[config.mk]
export PLATFORM = sky130hd
export DESIGN_NAME = seq_shift_add_multiplier
export DESIGN_NICKNAME = d
export VERILOG_FILES = /design/src/rtl/mul_pkg.sv /design/src/rtl/mul_adder_row.sv /design/src/rtl/seq_shift_add_multiplier.sv
export SDC_FILE = /design/constraint.sdc
export NUM_CORES = 1
export LEC_CHECK = 0
export ABC_AREA = 1
export CAP_MARGIN = 20
export CORE_ASPECT_RATIO = 1.5
export CORE_MARGIN = 2
export CORE_UTILIZATION = 38
export DETAILED_ROUTE_END_ITERATION = 6
export GPL_TIMING_DRIVEN = 0
export PLACE_DENSITY = 0.62
export SLEW_MARGIN = 5
export SYNTH_ARGS = -nofsm -noshare
export SYNTH_HDL_FRONTEND = slang
export SYNTH_SLANG_ARGS = --single-unit
[constraint.sdc]
create_clock -name clk -period 6.4 [get_ports clk]
set_input_delay 1.28 -clock clk [delete_from_list [all_inputs] [get_ports clk]]
set_output_delay 1.28 -clock clk [all_outputs]
set_load 0.01 [all_outputs]
[src/rtl/mul_pkg.sv]
// Shared types and constants for the sequential shift-add multiplier.
package mul_pkg;

    typedef enum logic [1:0] {
        IDLE = 2'd0,
        RUN  = 2'd1,
        DONE = 2'd2
    } mul_state_t;

    localparam int MUL_WIDTH_DEF = 8;

    function automatic int mul_cnt_w(input int width);
        return $clog2(width + 1);
    endfunction

endpackage

[src/rtl/mul_adder_row.sv]
// WIDTH-bit ripple-carry adder row with carry in and carry out.
module mul_adder_row
    import mul_pkg::*;
#(
    parameter int WIDTH = MUL_WIDTH_DEF
) (
    input  logic [WIDTH-1:0] i_a,
    input  logic [WIDTH-1:0] i_b,
    input  logic             i_cin,
    output logic [WIDTH-1:0] o_sum,
    output logic             o_cout
);

    logic [WIDTH:0] w_c;

    assign w_c[0] = i_cin;

    for (genvar i = 0; i < WIDTH; i++) begin : g_fa
        assign o_sum[i]  = i_a[i] ^ i_b[i] ^ w_c[i];
        assign w_c[i+1]  = (i_a[i] & i_b[i]) | (w_c[i] & (i_a[i] ^ i_b[i]));
    end

    assign o_cout = w_c[WIDTH];

endmodule

[src/rtl/seq_shift_add_multiplier.sv]
// Radix-2 shift-add multiplier, one partial product per clock, valid/ready on both sides.
// Define SIGNED_MUL_EN to add two's-complement operation selected by is_signed.
//   state | meaning
//   IDLE  | waiting for operands, in_ready high
//   RUN   | one add/shift step per clock, WIDTH steps
//   DONE  | product presented, held until out_ready
module seq_shift_add_multiplier
    import mul_pkg::*;
#(
    parameter int WIDTH = MUL_WIDTH_DEF
) (
    input  logic                 clk,
    input  logic                 rst,
    input  logic                 in_valid,
    output logic                 in_ready,
    input  logic [WIDTH-1:0]     a,
    input  logic [WIDTH-1:0]     b,
    input  logic                 is_signed,
    output logic                 out_valid,
    input  logic                 out_ready,
    output logic [2*WIDTH-1:0]   mul
);

    localparam int CNT_W = mul_cnt_w(WIDTH);

    mul_state_t             r_state;
    mul_state_t             w_state_next;
    logic [CNT_W-1:0]       r_cnt;
    logic [WIDTH-1:0]       r_mcand;
    logic [2*WIDTH-1:0]     r_acc;
    logic [2*WIDTH-1:0]     r_mul;

    logic                   w_load;
    logic                   w_step;
    logic                   w_last;
    logic [WIDTH-1:0]       w_op_a;
    logic [WIDTH-1:0]       w_op_b;
    logic [WIDTH-1:0]       w_addend;
    logic [WIDTH-1:0]       w_sum;
    logic                   w_cout;
    logic [2*WIDTH-1:0]     w_acc_next;

    always_ff @(posedge clk or posedge rst) begin
        if (rst) begin
            r_state <= IDLE;
        end else begin
            r_state <= w_state_next;
        end
    end

    always_comb begin
        w_state_next = r_state;
        in_ready     = 1'b0;
        out_valid    = 1'b0;
        case (r_state)
            IDLE: begin
                in_ready = 1'b1;
                if (in_valid) begin
                    w_state_next = RUN;
                end
            end
            RUN: begin
                if (w_last) begin
                    w_state_next = DONE;
                end
            end
            DONE: begin
                out_valid = 1'b1;
                if (out_ready) begin
                    w_state_next = IDLE;
                end
            end
            default: w_state_next = IDLE;
        endcase
    end

    assign w_load = (r_state == IDLE) && in_valid;
    assign w_step = (r_state == RUN);
    assign w_last = w_step && (r_cnt == CNT_W'(WIDTH - 1));

    assign w_addend = r_acc[0] ? r_mcand : '0;

    mul_adder_row #(
        .WIDTH (WIDTH)
    ) u_adder_row (
        .i_a    (r_acc[2*WIDTH-1:WIDTH]),
        .i_b    (w_addend),
        .i_cin  (1'b0),
        .o_sum  (w_sum),
        .o_cout (w_cout)
    );

    // Carry-out lands in the top bit of the high half after the right shift.
    assign w_acc_next = {w_cout, w_sum, r_acc[WIDTH-1:1]};

    always_ff @(posedge clk or posedge rst) begin
        if (rst) begin
            r_cnt   <= '0;
            r_mcand <= '0;
            r_acc   <= '0;
            r_mul   <= '0;
        end else if (w_load) begin
            r_cnt   <= '0;
            r_mcand <= w_op_a;
            r_acc   <= {{WIDTH{1'b0}}, w_op_b};
        end else if (w_step) begin
            r_cnt   <= r_cnt + CNT_W'(1);
            r_acc   <= w_acc_next;
            if (w_last) begin
                r_mul <= w_acc_next;
            end
        end
    end

`ifdef SIGNED_MUL_EN
    logic w_neg_a;
    logic w_neg_b;
    logic r_sign;
    logic r_mul_neg;

    assign w_neg_a = is_signed & a[WIDTH-1];
    assign w_neg_b = is_signed & b[WIDTH-1];
    // Magnitude of the most negative value is 2^(WIDTH-1), which still fits unsigned.
    assign w_op_a  = w_neg_a ? -a : a;
    assign w_op_b  = w_neg_b ? -b : b;

    always_ff @(posedge clk or posedge rst) begin
        if (rst) begin
            r_sign    <= 1'b0;
            r_mul_neg <= 1'b0;
        end else if (w_load) begin
            r_sign    <= w_neg_a ^ w_neg_b;
        end else if (w_last) begin
            r_mul_neg <= r_sign;
        end
    end

    assign mul = r_mul_neg ? -r_mul : r_mul;
`else
    logic w_unused_is_signed;

    assign w_unused_is_signed = is_signed;
    assign w_op_a = a;
    assign w_op_b = b;
    assign mul    = r_mul;
`endif

endmodule
After elaboration in Yosys (flattened, before gate mapping)
Cells that the tools add are included.
Widths: inputs -> output; s select.

word-level totals
  input port bits = 21
  output and inout bits = 18
  flip-flop bits (word level) = 46
  word-level logic and storage cells = 67

operators by class
  muxes and demuxes = 11
  bitwise operators = 38
  add/sub/neg operators = 1
  equal/unequal tests = 6
  reductions and logical operators = 6

operators with widths
  operator             count
  $mux 16              2
  $and 1x1->1          15
  $xor 1x1->1          15
  $mux 4               2
  $mux 8               1
  $or 1x1->1           7
  $mux 2               3
  $pmux 2 s3           1
  $reduce_and 3->1     2
  $add 4x1->4 const B  1
  $eq 4x3->1 const B   1
  $ne 2x2->1 const B   2
  $eq 2x1->1 const B   1
  $eq 2x2->1 const B   1
  $logic_and 1x1->1    2
  $logic_not 2->1      1
  $mux 1               2
  $ne 2x1->1 const B   1
  $reduce_bool 2->1    1
  $not 1->1            1

Logic depth before layout (Yosys ltp)
  depth after elaboration = 18
  gate-level depth with buffers = 19
  mapped depth without buffers = 18

Modules after synthesis
From an unflattened synthesis, not the netlist that was laid out.

second synthesis, totals
  cells, all modules = 251
  area, all modules = 2164.6 um^2

by module, submodules not included
  module                    cells an instance  area an instance (um^2)  instances  sequential area each (um^2)
  seq_shift_add_multiplier  233                1966.9                   1          1151.1
  mul_adder_row             18                 197.7                    1          0.0

Least setup slack after synthesis
OpenSTA, ideal clock, no wires.

  path kind = reg-to-reg
  start point = reg r_acc[0]
  end point = reg r_mul[14], in the netlist mul[14]
  buffers on the path = 1
  path slack = 3013 ps
  data arrival time = 3271 ps
  setup time = 116 ps
  stages on the path, launching flop included = 20
  data required time = 6284 ps
  cell sequence = dfrtp_1 -> buf_2 -> nand2_1 -> inv_1 -> ha_1 -> inv_1 -> fa_1 -> fa_1 -> inv_1 -> fa_1 -> inv_1 -> fa_1 -> fa_1 -> inv_1 -> fa_1 -> inv_1 -> fa_1 -> inv_1 -> nand2_1 -> nand2_1

between the ends
  longest elaborated chain between the ends = 15
  elaborated cells between the ends (all ways) = 28
  those cells by class = mux (1); bitwise (27)

ends and longest elaborated chain
  item                                               RTL line                         source
  start, declared                                    seq_shift_add_multiplier.sv:30   logic [2*WIDTH-1:0] r_acc;
  start signal, assigned                             seq_shift_add_multiplier.sv:105  r_acc <= {{WIDTH{1'b0}}, w_op_b};
  start signal, assigned                             seq_shift_add_multiplier.sv:108  r_acc <= w_acc_next;
  $mux 8 (*)                                         seq_shift_add_multiplier.sv:81   assign w_addend = r_acc[0] ? r_mcand : '0;
  $and 1x1->1 / $xor 1x1->1 (equally long branches)  mul_adder_row.sv:20              assign w_c[i+1] = (i_a[i] & i_b[i]) | (w_c[i] & (i_a[i] ^ i_b[i]));
  $and 1x1->1                                        mul_adder_row.sv:20
  $or 1x1->1                                         mul_adder_row.sv:20
  $and 1x1->1                                        mul_adder_row.sv:20
  $or 1x1->1                                         mul_adder_row.sv:20
  $and 1x1->1                                        mul_adder_row.sv:20
  $or 1x1->1                                         mul_adder_row.sv:20
  $and 1x1->1                                        mul_adder_row.sv:20
  $or 1x1->1                                         mul_adder_row.sv:20
  $and 1x1->1                                        mul_adder_row.sv:20
  $or 1x1->1                                         mul_adder_row.sv:20
  $and 1x1->1                                        mul_adder_row.sv:20
  $or 1x1->1                                         mul_adder_row.sv:20
  $xor 1x1->1 (*)                                    mul_adder_row.sv:19              assign o_sum[i] = i_a[i] ^ i_b[i] ^ w_c[i];
  end signal, assigned                               seq_shift_add_multiplier.sv:110  r_mul <= w_acc_next;
  end, declared                                      seq_shift_add_multiplier.sv:31   logic [2*WIDTH-1:0] r_mul;

Mark *: on every way between the ends. The rest lies on a longest branch, timed or not.
A chain may end at the register's enable or synchronous reset.

Final worst setup path
Ends and elaborated chain as after synthesis.

==> impl_results.md <==
* Status: finished clean
* Antenna violations before repair at 0
* Worst reg2reg setup slack at roughly 2.8 ns
* Hold buffer count at cts at 0
* Data arrival at the endpoint of the critical path at roughly 3.8 ns
* Power density normalized to cell area at between 400 and 500 nW/µm²
* Least-Margin Pin Slew at 0.4881 ns
* Levels on crit path at 19
* Cell with the most instances after synthesis: nand2_1
* Area of the placeable core at 5450 µm²
* Post-synthesis share of cell area spent on full adders, half adders and majority gates at 0.07706
* Total number of clock tree sinks at 46
* Crit path buffers/inverters at 8
* Minimum clock period after layout at 3.611 ns
* Highest routed metal layer: met4
* DR pass1 iterations at 4
* Top achievable clock speed at 277.0 MHz
* Net count reported at finish at around 320
* Wire length of the first global-routing pass at roughly 7700 µm
* Placed Cells at ~350
* Horiz. Die Dim at between 60 and 70 µm
* Worst Hold Class: reg2reg
* Number of remaining DRC errors at 0
* R2r startpoint: r_acc[0]$_DFFE_PP0P_
* Synth Area per Inst at 8.857 µm²
* Clock insertion delay at the later pin of the skew report at 0.29 ns
* Clock H-tree levels at 2
* Slowest CP cell: fa_1
* # diodes at 0
* # IOs at 39
* Initial core utilization at 0.3933
* Number of slew-limit violations in the final report at 0
* Vias after detailed routing at about 1600
* Clock slew at reported path FFs at around 0.080 ns
* Req. time, crit path at 6.59 ns
* Area share of the largest cell type after synthesis at 0.5371
* Worst-case clock skew at 0.002855 ns
* Clock tree from TritonCTS: yes
* Maximum number of pins on one net before global-route repair at 32
* Final Hold Viols at 0
* DP Wirelength at 3283 µm
* Normalized max-slew margin at 0.6746
* Worst setup endpoint: mul[14]$_DFFE_PP0P_
* Clock Root Buffer: clkbuf_8
* Depth of the worst register-to-register path at 19
* Layout cell share with drive strength beyond 1 at 0.08070
* Largest buffer count on any clock path at 2
* Synth Warn # at 0
* Ranking of synthesized cells by area: dfrtp_1 54%, nand2_1 19%, fa_1 6.5%
* Post-route cell area at approximately 2700 µm²
* Biggest cell delay along the critical path at 0.49 ns
* Total routed wirelength at 4482 µm
* FILL cells at 568
* Number of CTS-inserted buffers at 5
* Synthesis-to-finish area growth at 25.69%
* Sort of element at the start of the critical path: flip-flop
* Max-cap violation count at 0
* Number of global-route vias before repair at 1684
* Remaining number of nets flagged by the antenna check after routing at 0
* Cell leakage power at 1.354 nW
* FF+latch count, synth at 46
* Minimum setup slack after placement at 2.740 ns
* Total of endpoints with negative setup slack in the final report at 0
* Synthesized-area fraction occupied by and/or/nand/nor cells at 0.2796
* Number of vias per cell at 4.645
* Gp weighted congestion at 0.7621
* Critical Path Source: r_acc[0]$_DFFE_PP0P_
* Peak supply drop at 0.2109 mV
* Overflow left after global routing at 0
* Amount of wire on met2 after detailed routing at 2337 µm
* Worst-path maximum fanout at 9
* Aggregate global-route resource usage at 0.1630
* Reg-to-reg critical path endpoint: mul[14]$_DFFE_PP0P_
* DIE AREA at between 6000 and 7000 µm²
* Setup TNS at 0 ns
* Primary FF master, synth: dfrtp_1
* CP delay by family, top: adder cells
* Routed WL per cell at approximately 13 µm
* Worst path setup slack after routing at 2.789 ns
* Post-synth net total at 272
* Count of unique library cells instantiated by Yosys at 20
* Post-synth top cells: 106 x nand2_1, 46 x dfrtp_1, 27 x nand3_1
* Met3 wire len at 147 µm
* Final Cycle Share at 0.5642
* Drt first-iter violations at ~120
* Number of instances in the synthesized netlist at 242
* Routed length on met1 at 1920 µm
* Post-synthesis share of cell area spent on xor and xnor gates at 0
* Dominant combinational cell family by area after synthesis: simple AND/OR/NAND/NOR gates
* Y dimension of the die at around 96 µm
* Filler-free cell count of the finished design at 355
* Cell accounting for the most synthesized area: dfrtp_1
* Sequential share of the synthesized area at 0.5371
* Post-synthesis compound-gate area fraction at 0.03327
* Cell Rows at 33
* Cell area after synthesis at between 2000 and 2500 µm²
* EDFF count, synth at 0
* Post-placement cell area at 2611 µm²
* Number of buffer cells added on primary ports at 36
* Startpoint-to-endpoint class of the critical path: reg2reg
* PostCTS Resize Cnt at 0
* Final standard cell utilization of the core at 0.4943
* Async set-or-reset flop fraction in the synthesized netlist at 1.000
* CP Capture Type: flip-flop
* Cell chain of the critical path: buf_2 > nand2_1 > inv_1 > ha_1 > inv_1 > fa_1 > fa_1 > inv_1 > fa_1 > inv_1 > fa_1 > fa_1 > inv_1 > fa_1 > inv_1 > fa_1 > inv_1 > nand2_1 > nand2_1
* Setup Fix Bufs, Post-CTS at 0
* Setup repair after global routing missed its margin: no
* Share of cell area taken by muxes after synthesis at 0
## cells in the final DEF (no fill, tap or decap), types with 2 or more instances in the layout
master	netlist	layout
buf_2	2	2
buf_6	4	4
clkbuf_8	0	6
clkdlybuf4s50_1	0	36
dfrtp_1	46	46
fa_1	7	7
ha_1	2	2
inv_1	23	22
inv_2	1	2
nand2_1	106	106
nand2_4	2	2
nand3_1	27	27
nor2_1	2	2
nor2_2	2	2
o21ai_0	11	11
## registers in the layout, summed over array words and instances (netlist names)
| register | cells |
|---|---|
| r_cnt | 4 |
| r_mcand | 8 |
| r_acc | 16 |
| mul | 16 |
| r_state | 2 |
## worst min-delay path by stage
| stage | startpoint | end | slack (ns) | cells after the start |
|---|---|---|---|---|
| after global placement | r_mcand[7]$_DFFE_PP0P_ | r_mcand[7]$_DFFE_PP0P_ | 0.45 | 2 |
| final | r_mcand[7]$_DFFE_PP0P_ | r_mcand[7]$_DFFE_PP0P_ | 0.48 | 2 |
| after global routing | r_mcand[2]$_DFFE_PP0P_ | r_mcand[2]$_DFFE_PP0P_ | 0.50 | 2 |
| after detailed placement | r_mcand[7]$_DFFE_PP0P_ | r_mcand[7]$_DFFE_PP0P_ | 0.46 | 2 |
| after CTS | r_mcand[7]$_DFFE_PP0P_ | r_mcand[7]$_DFFE_PP0P_ | 0.48 | 2 |
| after floorplan | r_mcand[0]$_DFFE_PP0P_ | r_mcand[0]$_DFFE_PP0P_ | 0.44 | 2 |
## area by class of cell
cell class / count / area (µm²) / area share
Sequential cell: 46 / 1151 / 0.4273
Clock buffer: 6 / 82.58 / 0.03065
Multi-Input combinational cell: 164 / 835.8 / 0.3103
Inverter: 24 / 90.09 / 0.03344
Tap cell: 70 / 87.58 / 0.03251
Buffer: 8 / 66.31 / 0.02462
Timing Repair Buffer: 37 / 380.4 / 0.1412
## logic make-up (layout without fill, tap and decap cells)
group / after synthesis / in the layout
buffers and inverters: 32 / 75
flip-flops: 46 / 46
AND/OR/NAND/NOR: 142 / 142
AO/OA/AOI/OAI: 13 / 13
adder cells (fa/ha/maj): 9 / 9
## through the flow
stage / hold slack, ns / total power (W)
finish: 0.4752 / 0.001114
detailed placement: 0.4591 / 0.0009495
global placement: 0.4537 / 0.0009342
global route: 0.4998 / 0.001212
floorplan: 0.4422 / 0.0007674
CTS: 0.4793 / 0.001127
## report_power, final
part	leakage [nW]	internal, W	switching [W]
Sequential	0.592	0.000406	0.0000770
Combinational	0.718	0.000204	0.000250
Clock	0.0431	0.0000835	0.0000937
Total	1.35	0.000693	0.000420
## worst min-delay path, cell delays in order (launching register included)
cell	delay, ns
dfrtp_1	0.35
nand2_1	0.05
nand2_1	0.05
## layer usage
metal,track usage,vias up
met1,0.1939,784
met3,0.03509,6
li1,-,830
met2,0.2874,29
met4,0.06076,0
met5,0,-
Power figures use the tool's default switching activity.
